**src/rtl/line_buffer_ctrl_pkg.sv**
```systemverilog
// Shared definitions for the line buffer controller: FSM encoding and the
// number of complete windows a frame produces.
package line_buffer_ctrl_pkg;

  typedef enum logic {
    IDLE   = 1'b0,
    ACTIVE = 1'b1
  } ctrl_state_e;

  function automatic int window_count(input int line_length, input int num_lines,
                                      input int window_width, input int frame_lines);
    return (line_length - window_width + 1) * (frame_lines - num_lines + 1);
  endfunction

endpackage

```
**src/rtl/line_buffer_ctrl_raster_counter.sv**
```systemverilog
// Raster position counter: column wraps at the end of a line, row wraps at the
// end of a frame. A clear together with inc counts the cleared pixel as (0,0).
module raster_counter #(
  parameter int LINE_LENGTH = 20,
  parameter int FRAME_LINES = 16,
  localparam int XW = $clog2(LINE_LENGTH),
  localparam int YW = $clog2(FRAME_LINES)
) (
  input  logic          clk,
  input  logic          rst,
  input  logic          inc,
  input  logic          clear,
  output logic [XW-1:0] x,
  output logic [YW-1:0] y,
  output logic          last_col,
  output logic          last_pix
);

  localparam logic [XW-1:0] LAST_X = XW'(LINE_LENGTH - 1);
  localparam logic [YW-1:0] LAST_Y = YW'(FRAME_LINES - 1);

  logic [XW-1:0] x_q, x_d, x_base;
  logic [YW-1:0] y_q, y_d, y_base;

  always_comb begin
    // NOTE: every combinational output gets a default first, so no path can infer a latch.
    x_base = clear ? '0 : x_q;
    y_base = clear ? '0 : y_q;
    x_d    = x_base;
    y_d    = y_base;
    if (inc) begin
      if (x_base == LAST_X) begin
        x_d = '0;
        y_d = (y_base == LAST_Y) ? '0 : y_base + 1'b1;
      end else begin
        x_d = x_base + 1'b1;
      end
    end
  end

  always_ff @(posedge clk or negedge rst) begin
    // NOTE: sequential state uses non-blocking assignments so all registers update together.
    if (!rst) begin
      x_q <= '0;
      y_q <= '0;
    end else begin
      x_q <= x_d;
      y_q <= y_d;
    end
  end

  assign x        = x_q;
  assign y        = y_q;
  assign last_col = (x_q == LAST_X);
  assign last_pix = last_col && (y_q == LAST_Y);

endmodule

```
**src/rtl/line_buffer_ctrl.sv**
```systemverilog
// Controller for the line buffer window datapath: accepts raster pixels, drives
// the shift enable, and presents qualified window coordinates with back-pressure.
module line_buffer_ctrl
  import line_buffer_ctrl_pkg::*;
#(
  parameter int LINE_LENGTH  = 20,
  parameter int NUM_LINES    = 10,
  parameter int WINDOW_WIDTH = 10,
  parameter int FRAME_LINES  = 16,
  parameter int X_BITS       = $clog2(LINE_LENGTH),
  parameter int Y_BITS       = $clog2(FRAME_LINES)
) (
  input  logic              clk,
  input  logic              rst,
  input  logic              in_valid,
  input  logic              in_sof,
  output logic              in_ready,
  output logic              shift_en,
  output logic              win_valid,
  input  logic              win_ready,
  output logic [X_BITS-1:0] win_x,
  output logic [Y_BITS-1:0] win_y,
  output logic              win_eof,
  output logic              frame_done,
  output logic              sof_err
);

  localparam logic [X_BITS-1:0] X_OFF  = X_BITS'(WINDOW_WIDTH - 1);
  localparam logic [Y_BITS-1:0] Y_OFF  = Y_BITS'(NUM_LINES - 1);
  localparam logic [Y_BITS-1:0] Y_LAST = Y_BITS'(FRAME_LINES - 1);

  ctrl_state_e       state_q;
  logic              win_valid_q;
  logic [X_BITS-1:0] win_x_q;
  logic [Y_BITS-1:0] win_y_q;
  logic              win_eof_q;
  logic              frame_done_q;
  logic              sof_err_q;

  logic [X_BITS-1:0] cnt_x;
  logic [Y_BITS-1:0] cnt_y;
  logic              cnt_last_col;
  logic              cnt_last_pix;

  logic              accept;
  logic              restart;
  logic [X_BITS-1:0] pix_x;
  logic [Y_BITS-1:0] pix_y;
  logic              qualify;
  logic              pix_eof;
  logic              frame_end;
  logic              bad_sof;

  // A held window blocks input so the line buffer contents stay put under it.
  assign in_ready = rst & (~win_valid_q | win_ready);
  assign accept   = in_valid & in_ready;
  assign shift_en = accept & ((state_q == ACTIVE) | in_sof);
  assign restart  = shift_en & in_sof;

  assign pix_x     = in_sof ? '0 : cnt_x;
  assign pix_y     = in_sof ? '0 : cnt_y;
  assign qualify   = shift_en & (pix_x >= X_OFF) & (pix_y >= Y_OFF);
  assign pix_eof   = ~in_sof & cnt_last_col & (cnt_y == Y_LAST);
  assign frame_end = shift_en & ~in_sof & cnt_last_pix;
  assign bad_sof   = accept & (((state_q == IDLE) & ~in_sof) | ((state_q == ACTIVE) & in_sof));

  raster_counter #(
    .LINE_LENGTH(LINE_LENGTH),
    .FRAME_LINES(FRAME_LINES)
  ) u_raster (
    .clk     (clk),
    .rst     (rst),
    .inc     (shift_en),
    .clear   (restart),
    .x       (cnt_x),
    .y       (cnt_y),
    .last_col(cnt_last_col),
    .last_pix(cnt_last_pix)
  );

  always_ff @(posedge clk or negedge rst) begin
    if (!rst) begin
      state_q      <= IDLE;
      win_valid_q  <= 1'b0;
      win_x_q      <= '0;
      win_y_q      <= '0;
      win_eof_q    <= 1'b0;
      frame_done_q <= 1'b0;
      sof_err_q    <= 1'b0;
    end else begin
      frame_done_q <= frame_end;
      sof_err_q    <= bad_sof;

      case (state_q)
        IDLE:    if (shift_en) state_q <= ACTIVE;
        ACTIVE:  if (frame_end) state_q <= IDLE;
        default: state_q <= IDLE;
      endcase

      // A new qualifying pixel wins over a same-cycle release.
      if (qualify) begin
        win_valid_q <= 1'b1;
        win_x_q     <= pix_x - X_OFF;
        win_y_q     <= pix_y - Y_OFF;
        win_eof_q   <= pix_eof;
      end else if (win_ready) begin
        win_valid_q <= 1'b0;
      end
    end
  end

  assign win_valid  = win_valid_q;
  assign win_x      = win_x_q;
  assign win_y      = win_y_q;
  assign win_eof    = win_eof_q;
  assign frame_done = frame_done_q;
  assign sof_err    = sof_err_q;

endmodule

```
**config.mk**
```make
export PLATFORM = sky130hd
export DESIGN_NAME = line_buffer_ctrl
export DESIGN_NICKNAME = d
export VERILOG_FILES = /design/src/rtl/line_buffer_ctrl_pkg.sv /design/src/rtl/line_buffer_ctrl_raster_counter.sv /design/src/rtl/line_buffer_ctrl.sv
export SDC_FILE = /design/constraint.sdc
export NUM_CORES = 1
export LEC_CHECK = 0
export ABC_AREA = 1
export BUFFER_PORTS_ARGS = -buffer_cell sky130_fd_sc_hd__buf_4
export CAP_MARGIN = 20
export CORE_ASPECT_RATIO = 1.1
export CORE_UTILIZATION = 56
export DETAILED_ROUTE_END_ITERATION = 7
export PLACE_DENSITY = 0.82
export SKIP_CTS_REPAIR_TIMING = 1
export SLEW_MARGIN = 20
export SYNTH_ARGS = -nofsm -noshare
export SYNTH_HDL_FRONTEND = slang
export SYNTH_HIERARCHICAL = 1
export SYNTH_SLANG_ARGS = --single-unit
export TNS_END_PERCENT = 5
```
**constraint.sdc**
```tcl
create_clock -name clk -period 2.8 [get_ports clk]
set_input_delay 0.14 -clock clk [delete_from_list [all_inputs] [get_ports clk]]
set_output_delay 0.14 -clock clk [all_outputs]
set_load 0.02 [all_outputs]
```
==> impl_metrics.toml, run 1 <==
[run_status]
status = "complete, no violations"

[sta]
fin_crit_sh_pct = 75.4
hold_viol = 0
setup_viol = 0
drv_slew = 0
setup_slack_ns = 0.688
setup-tns-final_ns = 0
fin_worst_skew_ns = 0.00306
timing.fmax_ghz = 0.473
period_minus_slack_ns = 2.11
relSlewSlack_pct = 78.4
max_slew.worst_pin.slew_ns = 0.324
rsz0062_at_grt = "false"

[logic_synthesis]
muxShareOfSynthArea_pct = 0
synth-edff-count = 0
synthFlopType = "dfrtp_1"
syn_nets = 201
synth_top_area_share_pct = 40.9
yosys.area_share.simple_pct = 37.4
yosysSeqAreaShare_pct = 40.9
synth_top_family_by_area = "simple AND/OR/NAND/NOR gates"
ys_types = 25
yosysMostFrequentCell = "nand2_1"
synthTopCellsByArea = "dfrtp_1 (41%), nand2_1 (18%), ha_1 (6.2%)"
yosys_warnings = 6
synthAdderAreaFrac_pct = 6.22
yosys.area.top_type = "dfrtp_1"
syn_avg_cell_area_um2 = 7.45
synth-seq-cells = 23
synth_xor_area_share_pct = 2.49
yosys-top-cells-count = "nand2_1 (66), dfrtp_1 (23), inv_1 (23)"
synthesis.area_mm2 = 0.00141
ys_async_sr_fraction_pct = 100
synth_compound_area_share_pct = 2.93
synth_cells = 189

[setup_path]
reg2reg_to = "u_raster/y[3]$_DFF_PN0_"
critPathKind = "input port to register"
critPathArrivalTime_ns = 2.32
crit_path_end_kind = "register"
r2r-start = "state_q$_DFF_PN0_"
r2r.worst_path.cells = 17
cp_cell_sequence = "dlygate4sd3_1 -> buf_4 -> nand4_2 -> nor2_1 -> buf_4 -> inv_2 -> nand2_1 -> inv_1 -> ha_1 -> nand2_2 -> nor2_4 -> nand3_1 -> nand2_1 -> nand2_1 -> inv_1"
crit_required_ns = 3.00
r2r_setup_slack_ns = 0.77
cp_max_fo = 25
critPathLaunchType = "input port"
critPathTopFamily = "buffers and inverters"
path_buf_inv = 6
crit_slowest_cell = "dlygate4sd3_1"
cpMostUsedCell = "nand2_1"
critical_path.max_stage_delay_ns = 0.53

[floorplan]
die_y_um = 54.6
coreArea_mm2 = 0.00232
io_pins = 20
die_area_mm2 = 0.00272
num_rows = 18
fp.dieW_um = 49.8
start_util_pct = 60.7

[global_routing]
grt_pass1_wl_um = 4410
grt_pass1_vias = 1053
grt_max_degree = 26
grt_usage_pct = 21.7
grt_overflow = 0
antenna_found_initial = 0

[drt]
totalWireLength_um = 2580
drtAntennaViolNets = 0
drt_iter0_markers = 22
firstDrtPassIters = 4
avgRoutedWirePerCell_um = 10.8
vias_per_cell = 4.87
vias = 1168
drc = 0

[clock_network]
cts_buffers = 3
clk_pin_slew_ns = 0.12
htreeDepth = 1
root_buffer = "clkbuf_4"
clk_latency_ns = 0.30
cts_max_path_buffers = 2
clock_sinks = 23
cts_tree = "done"

[final_layout]
syn_to_final_growth_pct = 13.2
n_fill_cell = 190
final_cell_area_mm2 = 0.00159
regArea_um2 = 576
antennaDiodeCount = 0
multi_input_area_um2 = 691
layout-drive-gt1-share_pct = 18.6
nNetsFinal = 223

[place]
io_buffers = 19
postPlaceCellArea_mm2 = 0.00156
pre_cts_slack_ns = 0.790
gp_congestion = 0.886
post-dp-hpwl_um = 2050

[hold_path]
hold_class = "input port to register"
whs_endpoint = "sof_err$_DFF_PN0_"
whs_path_depth = 3
hp-start = "in_valid"

[job]
max_cap_violations = 0

[power_and_ir_drop]
p_per_area_mw_per_mm2 = 455
irDropWorstVdd_v = 0.000366
p_leak_nw = 0.906
fin_total_pwr_uw = 725
layout make-up:
class | instances | share of cell area (%)
sequential | 23 | 36.1
inverter | 27 | 6.51
timing repair buffer | 21 | 10.0
tap | 30 | 2.35
clock buffer | 4 | 1.65
multi-input combinational | 135 | 43.3
state kept, by name, indices dropped and copies added (netlist names):
register	count
u_raster/x	5
win_x	5
u_raster/y	4
win_y	4
frame_done	1
sof_err	1
state_q	1
win_eof	1
win_valid	1
power breakdown:
part | leakage [nW] | total (mW) | internal, mW | switching, mW
sequential | 0.311 | 0.389 | 0.356 | 0.0331
combinational | 0.580 | 0.188 | 0.0704 | 0.117
clock | 0.0150 | 0.148 | 0.0554 | 0.0927
cells in the final DEF, fill, tap and decap left out, types with 2 or more instances in the layout:
cell,n
nor2_1,16
nand3_1,16
o21ai_0,3
nor2_4,3
nand2_1,66
inv_1,23
xnor2_1,3
nand2_2,7
dfrtp_1,23
inv_2,2
nor3_1,2
nand4_1,3
ha_1,7
clkbuf_4,3
a21oi_1,2
buf_4,20
per-layer routing:
layer / share of wire (%) / up-vias / routed length [um] / track usage, %
li1: - / 621 / - / -
met1: 43 / 529 / 1110 / 25.0
met2: 55 / 16 / 1410 / 43.5
met3: 1.5 / 2 / 40 / 2.50
met4: 0.58 / 0 / 15 / 4.29
met5: 0 / - / 0 / 0
worst reg2reg max path, delay by kind of cell (launching register included):
family                     cells  cell delay [ns]
and+or+nand+nor                8             0.70
buffers and inverters          7             0.55
DFF                            1             0.39
adders and majority gates      2             0.28
through the flow:
| step | std cells | hold WS [ns] | utilization, % |
|---|---|---|---|
| after floorplan | 189 | -0.156 | - |
| after global placement | 235 | 0.0492 | 67.2 |
| after detailed placement | 235 | 0.0532 | 67.2 |
| after CTS | 239 | -0.292 | 68.3 |
| after global routing | 240 | 0.0561 | 68.7 |
| final | 240 | 0.0720 | 68.7 |
logic make-up after synthesis:
kind of cell             after synthesis
flip-flops                            23
XOR/XNOR                               4
AO/OA/AOI/OAI                          7
adder cells (fa/ha/maj)                7
buffers and inverters                 31
AND/OR/NAND/NOR                      117
worst max-delay path by stage:
stage | to | startpoint | cells after the start | slack, ns
floorplan | u_raster/y[1]$_DFF_PN0_ | state_q$_DFF_PN0_ | 15 | 0.76
global placement | u_raster/y[3]$_DFF_PN0_ | state_q$_DFF_PN0_ | 17 | 0.88
detailed placement | u_raster/y[3]$_DFF_PN0_ | state_q$_DFF_PN0_ | 17 | 0.79
CTS | u_raster/y[3]$_DFF_PN0_ | state_q$_DFF_PN0_ | 17 | 0.75
global route | u_raster/x[2]$_DFF_PN0_ | rst | 14 | 0.52
finish | u_raster/y[2]$_DFF_PN0_ | rst | 15 | 0.69
(Power assumes the default switching activity.)
==> inputs of run 2 (changes only) <==
Clock period 2.8 ns to 2.1 ns, I/O delays scaled along.
==> run 2 against run 1 <==
  * Critical path depth fell by 1
  * First-iteration DRC count rose by 45%
  * Clock power rose by 38%
  * Highest routed layer unchanged
  * Non-clock buffer count rose by 2
  * Critical path type is now register to register
  * Via count rose by 3.9%
  * Clock skew fell by 0.0021 ns
  * Utilization rose by 0.65 points
  * Cell area rose by 0.94%
  * Wire length rose by 2.4%
  * Combinational power rose by 38%
==> impl_metrics.toml, run 2 (synthesized netlist as in run 1, its figures left out) <==
[run_status]
status = "complete, no violations"

[final_layout]
n_fill_cell = 201
mostFrequentLayoutCell = "nand2_1"
syn_to_final_growth_pct = 14.3
mostFrequentLayoutCells = "nand2_1 (66), inv_1 (23), dfrtp_1 (23), buf_4 (22)"
antennaDiodeCount = 0
nNetsFinal = 225
layout-drive-gt1-share_pct = 19.3

[place]
gp_congestion = 0.855
post-dp-hpwl_um = 2070
io_buffers = 19

[global_routing]
grt_pass1_wl_um = 4570
grt_usage_pct = 22.1
grt_overflow = 0
grt_pass1_vias = 1154
antenna_found_initial = 0
grt_max_degree = 25

[floorplan]
start_util_pct = 60.7
die_y_um = 54.6
io_pins = 20
die_area_mm2 = 0.00272
fp.dieW_um = 49.8
num_rows = 18
coreArea_mm2 = 0.00232

[power_and_ir_drop]
p_int_uw = 645
irDropWorstVdd_v = 0.000481
p_switching_uw = 337
swShare_pct = 34.3
seqPwrFrac_pct = 52.9
pwr-share-comb_pct = 26.4
p_leak_nw = 0.916
clockPowerShare_pct = 20.8
p_per_area_mw_per_mm2 = 610

[drt]
firstDrtPassIters = 4
drt_iter0_markers = 32
avgRoutedWirePerCell_um = 10.9
drc = 0
vias_per_cell = 5.01
drtAntennaViolNets = 0
vias = 1213
totalWireLength_um = 2650

[setup_path]
critPathKind = "register to register"
crit_slowest_cell = "dfrtp_1"
critPathTopFamily = "simple AND/OR/NAND/NOR gates"
critPathLaunchType = "register"
crit_path_end_kind = "register"
cp_cell_sequence = "inv_1 -> ha_1 -> inv_1 -> nand4_2 -> nor2_1 -> inv_2 -> nand2_1 -> inv_1 -> ha_1 -> nand2_2 -> nor2_4 -> nand2_1 -> nand2_1 -> nor2_1"
critical_path.max_stage_delay_ns = 0.35
crit_required_ns = 2.35
path_buf_inv = 4
critPathArrivalTime_ns = 2.16
cp_max_fo = 5

[clock_network]
clock_sinks = 23
root_buffer = "clkbuf_4"
clk_pin_slew_ns = 0.12
cts_tree = "done"
htreeDepth = 1
cts_max_path_buffers = 2
cts_buffers = 3
clk_latency_ns = 0.31

[sta]
drv_slew = 0
hold_ws_ns = 0.0199
setup-tns-final_ns = 0
period_minus_slack_ns = 1.91
fin_worst_skew_ns = 0.000971
timing.fmax_ghz = 0.524
fin_crit_sh_pct = 90.9
hold_viol = 0
rsz0062_at_grt = "false"
max_slew.worst_pin.slew_ns = 0.317
setup_viol = 0
relSlewSlack_pct = 78.8

[job]
max_cap_violations = 0

[hold_path]
hold_class = "input port to register"
-- run 2: final cells by class --
class | instances | area, um^2 | area share (%)
clock buffer | 4 | 26.3 | 1.63
inverter | 27 | 104 | 6.45
multi-input combinational | 135 | 691 | 42.9
sequential | 23 | 576 | 35.8
tap | 30 | 37.5 | 2.33
timing repair buffer | 23 | 175 | 10.9
-- run 2: layer usage --
metal | share of wire (%) | GRT usage [%]
met5 | 0 | 0
met4 | 0.45 | 7.62
met3 | 2.5 | 2.50
met2 | 51 | 42.8
met1 | 46 | 25.7
-- run 2: power by group through the flow --
| stage | Sequential [mW] | Combinational [mW] | Clock, mW |
|---|---|---|---|
| 3_3_place_gp | 0.525 | 0.242 | 0 |
| 2_1_floorplan | 0.516 | 0.197 | 0 |
| 4_1_cts | 0.518 | 0.255 | 0.214 |
| 5_1_grt | 0.523 | 0.295 | 0.225 |
| 6_report | 0.519 | 0.259 | 0.204 |
| 3_5_place_dp | 0.526 | 0.254 | 0 |
-- run 2: worst paths after layout --
check	slack, ns	cells after the start	start	endpoint
worst max-delay path	0.19	14	state_q$_DFF_PN0_	u_raster/x[4]$_DFF_PN0_
worst min-delay path	0.02	3	in_valid	sof_err$_DFF_PN0_
worst max register to register	0.19	14	state_q$_DFF_PN0_	u_raster/x[4]$_DFF_PN0_
worst min register to register	0.49	2	win_x[3]$_DFFE_PN0P_	win_x[3]$_DFFE_PN0P_
max in group asynchronous	1.54	3	rst	win_x[0]$_DFFE_PN0P_
min in group asynchronous	0.32	3	rst	win_x[1]$_DFFE_PN0P_
-- run 2: worst register-to-register path, delay by kind of cell, from the launching register on --
| family | cells | cell delay, ns |
|---|---|---|
| AND/OR/NAND/NOR | 8 | 0.87 |
| flip-flops | 1 | 0.35 |
| buffers and inverters | 4 | 0.26 |
| adder cells (fa/ha/maj) | 2 | 0.35 |
-- run 2: per-stage QoR --
stage / cell area, um^2 / setup WS (ns) / cells / power, mW / utilization [%]
6_report: 1610 / 0.190 / 242 / 0.982 / 69.4
5_1_grt: 1610 / 0.0129 / 242 / 1.04 / 69.4
2_1_floorplan: 1410 / 0.0607 / 189 / 0.713 / -
4_1_cts: 1600 / 0.188 / 241 / 0.987 / 68.9
3_5_place_dp: 1570 / 0.233 / 237 / 0.780 / 67.8
3_3_place_gp: 1570 / 0.325 / 237 / 0.768 / 67.8
==> inputs of run 3 (changes only) <==
Settings changed: ABC_AREA 1 to default, CORE_UTILIZATION 56 to 45, PLACE_DENSITY 0.82 to 0.69.
==> run 3 against run 2 <==
  * Power rose by 4.7%
  * Sequential share of layout area decreased by 1.8 points
  * First-iteration DRC count fell by 25%
  * Clock power about the same
  * Sequential power fell by 3%
  * Hold slack better by 0.055 ns
  * Register-to-register slack worse by 0.15 ns
  * Synthesized area fell by 4.8%
  * Final cell count decreased by 20%
  * Clock-buffer cell count decreased by 1
  * Die area increased by 18%
  * Fmax fell by 7.2%
  * Critical endpoint is now u_raster/y[1]$_DFF_PN0_
  * Largest power group unchanged
==> impl_metrics.toml, run 3 <==
[clock_network]
cts_max_path_buffers = 2
clock_sinks = 23
clk_latency_ns = 0.31
root_buffer = "clkbuf_4"
cts_tree = "done"
clk_pin_slew_ns = 0.13
cts_buffers = 3
htreeDepth = 1

[global_routing]
grt_usage_pct = 18.4
grt_pass1_vias = 1001
grt_overflow = 0
antenna_found_initial = 0
grt_max_degree = 25
grt_pass1_wl_um = 4280

[run_status]
status = "complete, no violations"

[setup_path]
cp_cell_sequence = "inv_1 -> ha_1 -> nor3_2 -> buf_4 -> and2b_1 -> ha_2 -> and3b_2 -> and2_4 -> mux2_4"
critPathArrivalTime_ns = 2.26
crit_required_ns = 2.30
crit_path_end_kind = "register"
critical_path.max_stage_delay_ns = 0.37
r2r-start = "state_q$_DFF_PN0_"
reg2reg_to = "u_raster/y[1]$_DFF_PN0_"
cp_max_fo = 4
crit_slowest_cell = "dfrtp_1"
path_buf_inv = 2
r2r.worst_path.cells = 9
critPathTopFamily = "simple AND/OR/NAND/NOR gates"
critPathLaunchType = "register"
critPathKind = "register to register"
r2r_setup_slack_ns = 0.04

[logic_synthesis]
yosys_warnings = 6
yosys-top-cells-count = "dfrtp_1 (23), mux2_4 (9), nor2_1 (9)"
synthFlopType = "dfrtp_1"
ys_types = 34
syn_nets = 132
yosysMostFrequentCell = "dfrtp_1"
ys_async_sr_fraction_pct = 100
synth_cells = 120
synthTopCellsByArea = "dfrtp_1 (43%), mux2_4 (10%), ha_1 (6.5%)"
synthesis.area_mm2 = 0.00134
synth-edff-count = 0
syn_avg_cell_area_um2 = 11.2
yosysSeqAreaShare_pct = 43.0
yosys.area.top_type = "dfrtp_1"
synth-seq-cells = 23
synth_top_area_share_pct = 43.0

[floorplan]
die_area_mm2 = 0.00320
start_util_pct = 47.8
io_pins = 20
num_rows = 20
coreArea_mm2 = 0.00280
die_y_um = 59.2
fp.dieW_um = 54.0

[hold_path]
hold_class = "input port to register"
hp-start = "win_ready"
whs_path_depth = 3
whs_endpoint = "win_valid$_DFFE_PN0P_"

[place]
post-dp-hpwl_um = 1960
io_buffers = 19
dp_cells = 185
gp_congestion = 0.864
postPlaceCellArea_mm2 = 0.00162

[power_and_ir_drop]
p_leak_nw = 0.923
irDropWorstVdd_v = 0.000465
p_per_area_mw_per_mm2 = 607

[drt]
avgRoutedWirePerCell_um = 13.5
totalWireLength_um = 2620
drtAntennaViolNets = 0
drt_iter0_markers = 24
firstDrtPassIters = 4
vias_per_cell = 5.17
drc = 0
vias = 1003

[sta]
rsz0062_at_grt = "true"
drv_slew = 0
relSlewSlack_pct = 79.8
hold_ws_ns = 0.0752
timing.fmax_ghz = 0.486
hold_viol = 0
max_slew.worst_pin.slew_ns = 0.302
fin_crit_sh_pct = 98.0
setup_viol = 0
period_minus_slack_ns = 2.06
fin_worst_skew_ns = 0.00649

[final_layout]
antennaDiodeCount = 0
mostFrequentLayoutCell = "buf_4"
final_cell_area_mm2 = 0.00169
syn_to_final_growth_pct = 26.4
mostFrequentLayoutCells = "buf_4 (38), dfrtp_1 (23), nor2_1 (9), mux2_4 (9)"
regArea_um2 = 576
n_fill_cell = 236
multi_input_area_um2 = 724
nNetsFinal = 174
layout-drive-gt1-share_pct = 39.1
final_util_pct = 60.4
final-instance-count-excl-fill = 194

[job]
max_cap_violations = 0
run 3: changes by cell type in the layout (fill, tap and decap cells not counted), moves of 7 or more:
cell / delta
nand2_1: -59
nand2_2: -7
nand3_1: -15
inv_1: -16
buf_4: +16
mux2_4: +9
nor2_1: -7
run 3: layout make-up:
| type | count | area share (%) |
|---|---|---|
| clock buffer | 3 | 1.33 |
| clock inverter | 1 | 0.295 |
| inverter | 8 | 1.77 |
| multi-input combinational | 87 | 42.8 |
| sequential | 23 | 34.0 |
| tap | 33 | 2.44 |
| timing repair buffer | 39 | 17.4 |
run 3: power by group:
group | total, mW | internal [mW] | switching (mW)
registers | 0.506 | 0.474 | 0.0319
logic | 0.316 | 0.169 | 0.146
clock network | 0.207 | 0.0710 | 0.136
total | 1.03 | 0.714 | 0.315
run 3: layer usage:
layer / global-route usage, % / part of all wire (%) / wire [um] / up-vias
met5: 0 / 0 / 0 / -
met1: 22.5 / 43 / 1140 / 485
met3: 2.56 / 3.5 / 92 / 4
li1: - / - / - / 491
met4: 8.06 / 1.6 / 43 / 0
met2: 31.6 / 51 / 1350 / 23
run 3: cells by family after synthesis:
| kind of cell | Yosys count | synth area share (%) |
|---|---|---|
| simple gates | 50 | 23.9 |
| flops | 23 | 43.0 |
| mux | 15 | 14.8 |
| buf+inv | 10 | 3.64 |
| xor+xnor | 8 | 5.23 |
| compound gates | 7 | 2.89 |
| fa+ha+maj | 7 | 6.54 |
run 3: stage by stage:
stage / setup WS [ns] / setup TNS (ns) / power, mW
4_1_cts: -0.0112 / -0.0216 / 1.01
3_5_place_dp: 0.0263 / 0 / 0.801
6_report: 0.0420 / 0 / 1.03
5_1_grt: -0.0293 / -0.0537 / 1.10
3_3_place_gp: 0.0575 / 0 / 0.791
2_1_floorplan: 0.00238 / 0 / 0.684
run 3: how the worst max path moves through the flow:
stage | from | endpoint | cells past startpoint
floorplan | win_valid$_DFFE_PN0P_ | u_raster/y[0]$_DFF_PN0_ | 9
global placement | in_sof | u_raster/y[0]$_DFF_PN0_ | 10
detailed placement | state_q$_DFF_PN0_ | u_raster/y[0]$_DFF_PN0_ | 9
CTS | state_q$_DFF_PN0_ | u_raster/y[0]$_DFF_PN0_ | 9
global route | win_valid$_DFFE_PN0P_ | u_raster/y[1]$_DFF_PN0_ | 9
finish | state_q$_DFF_PN0_ | u_raster/y[1]$_DFF_PN0_ | 9
run 3: worst reg2reg max path, stage by stage, from the launching register on:
cell and delay, ns:
dfrtp_1 0.37, inv_1 0.06, ha_1 0.20, nor3_2 0.12, buf_4 0.15, and2b_1 0.19, ha_2 0.18, and3b_2 0.21
and2_4 0.18, mux2_4 0.29
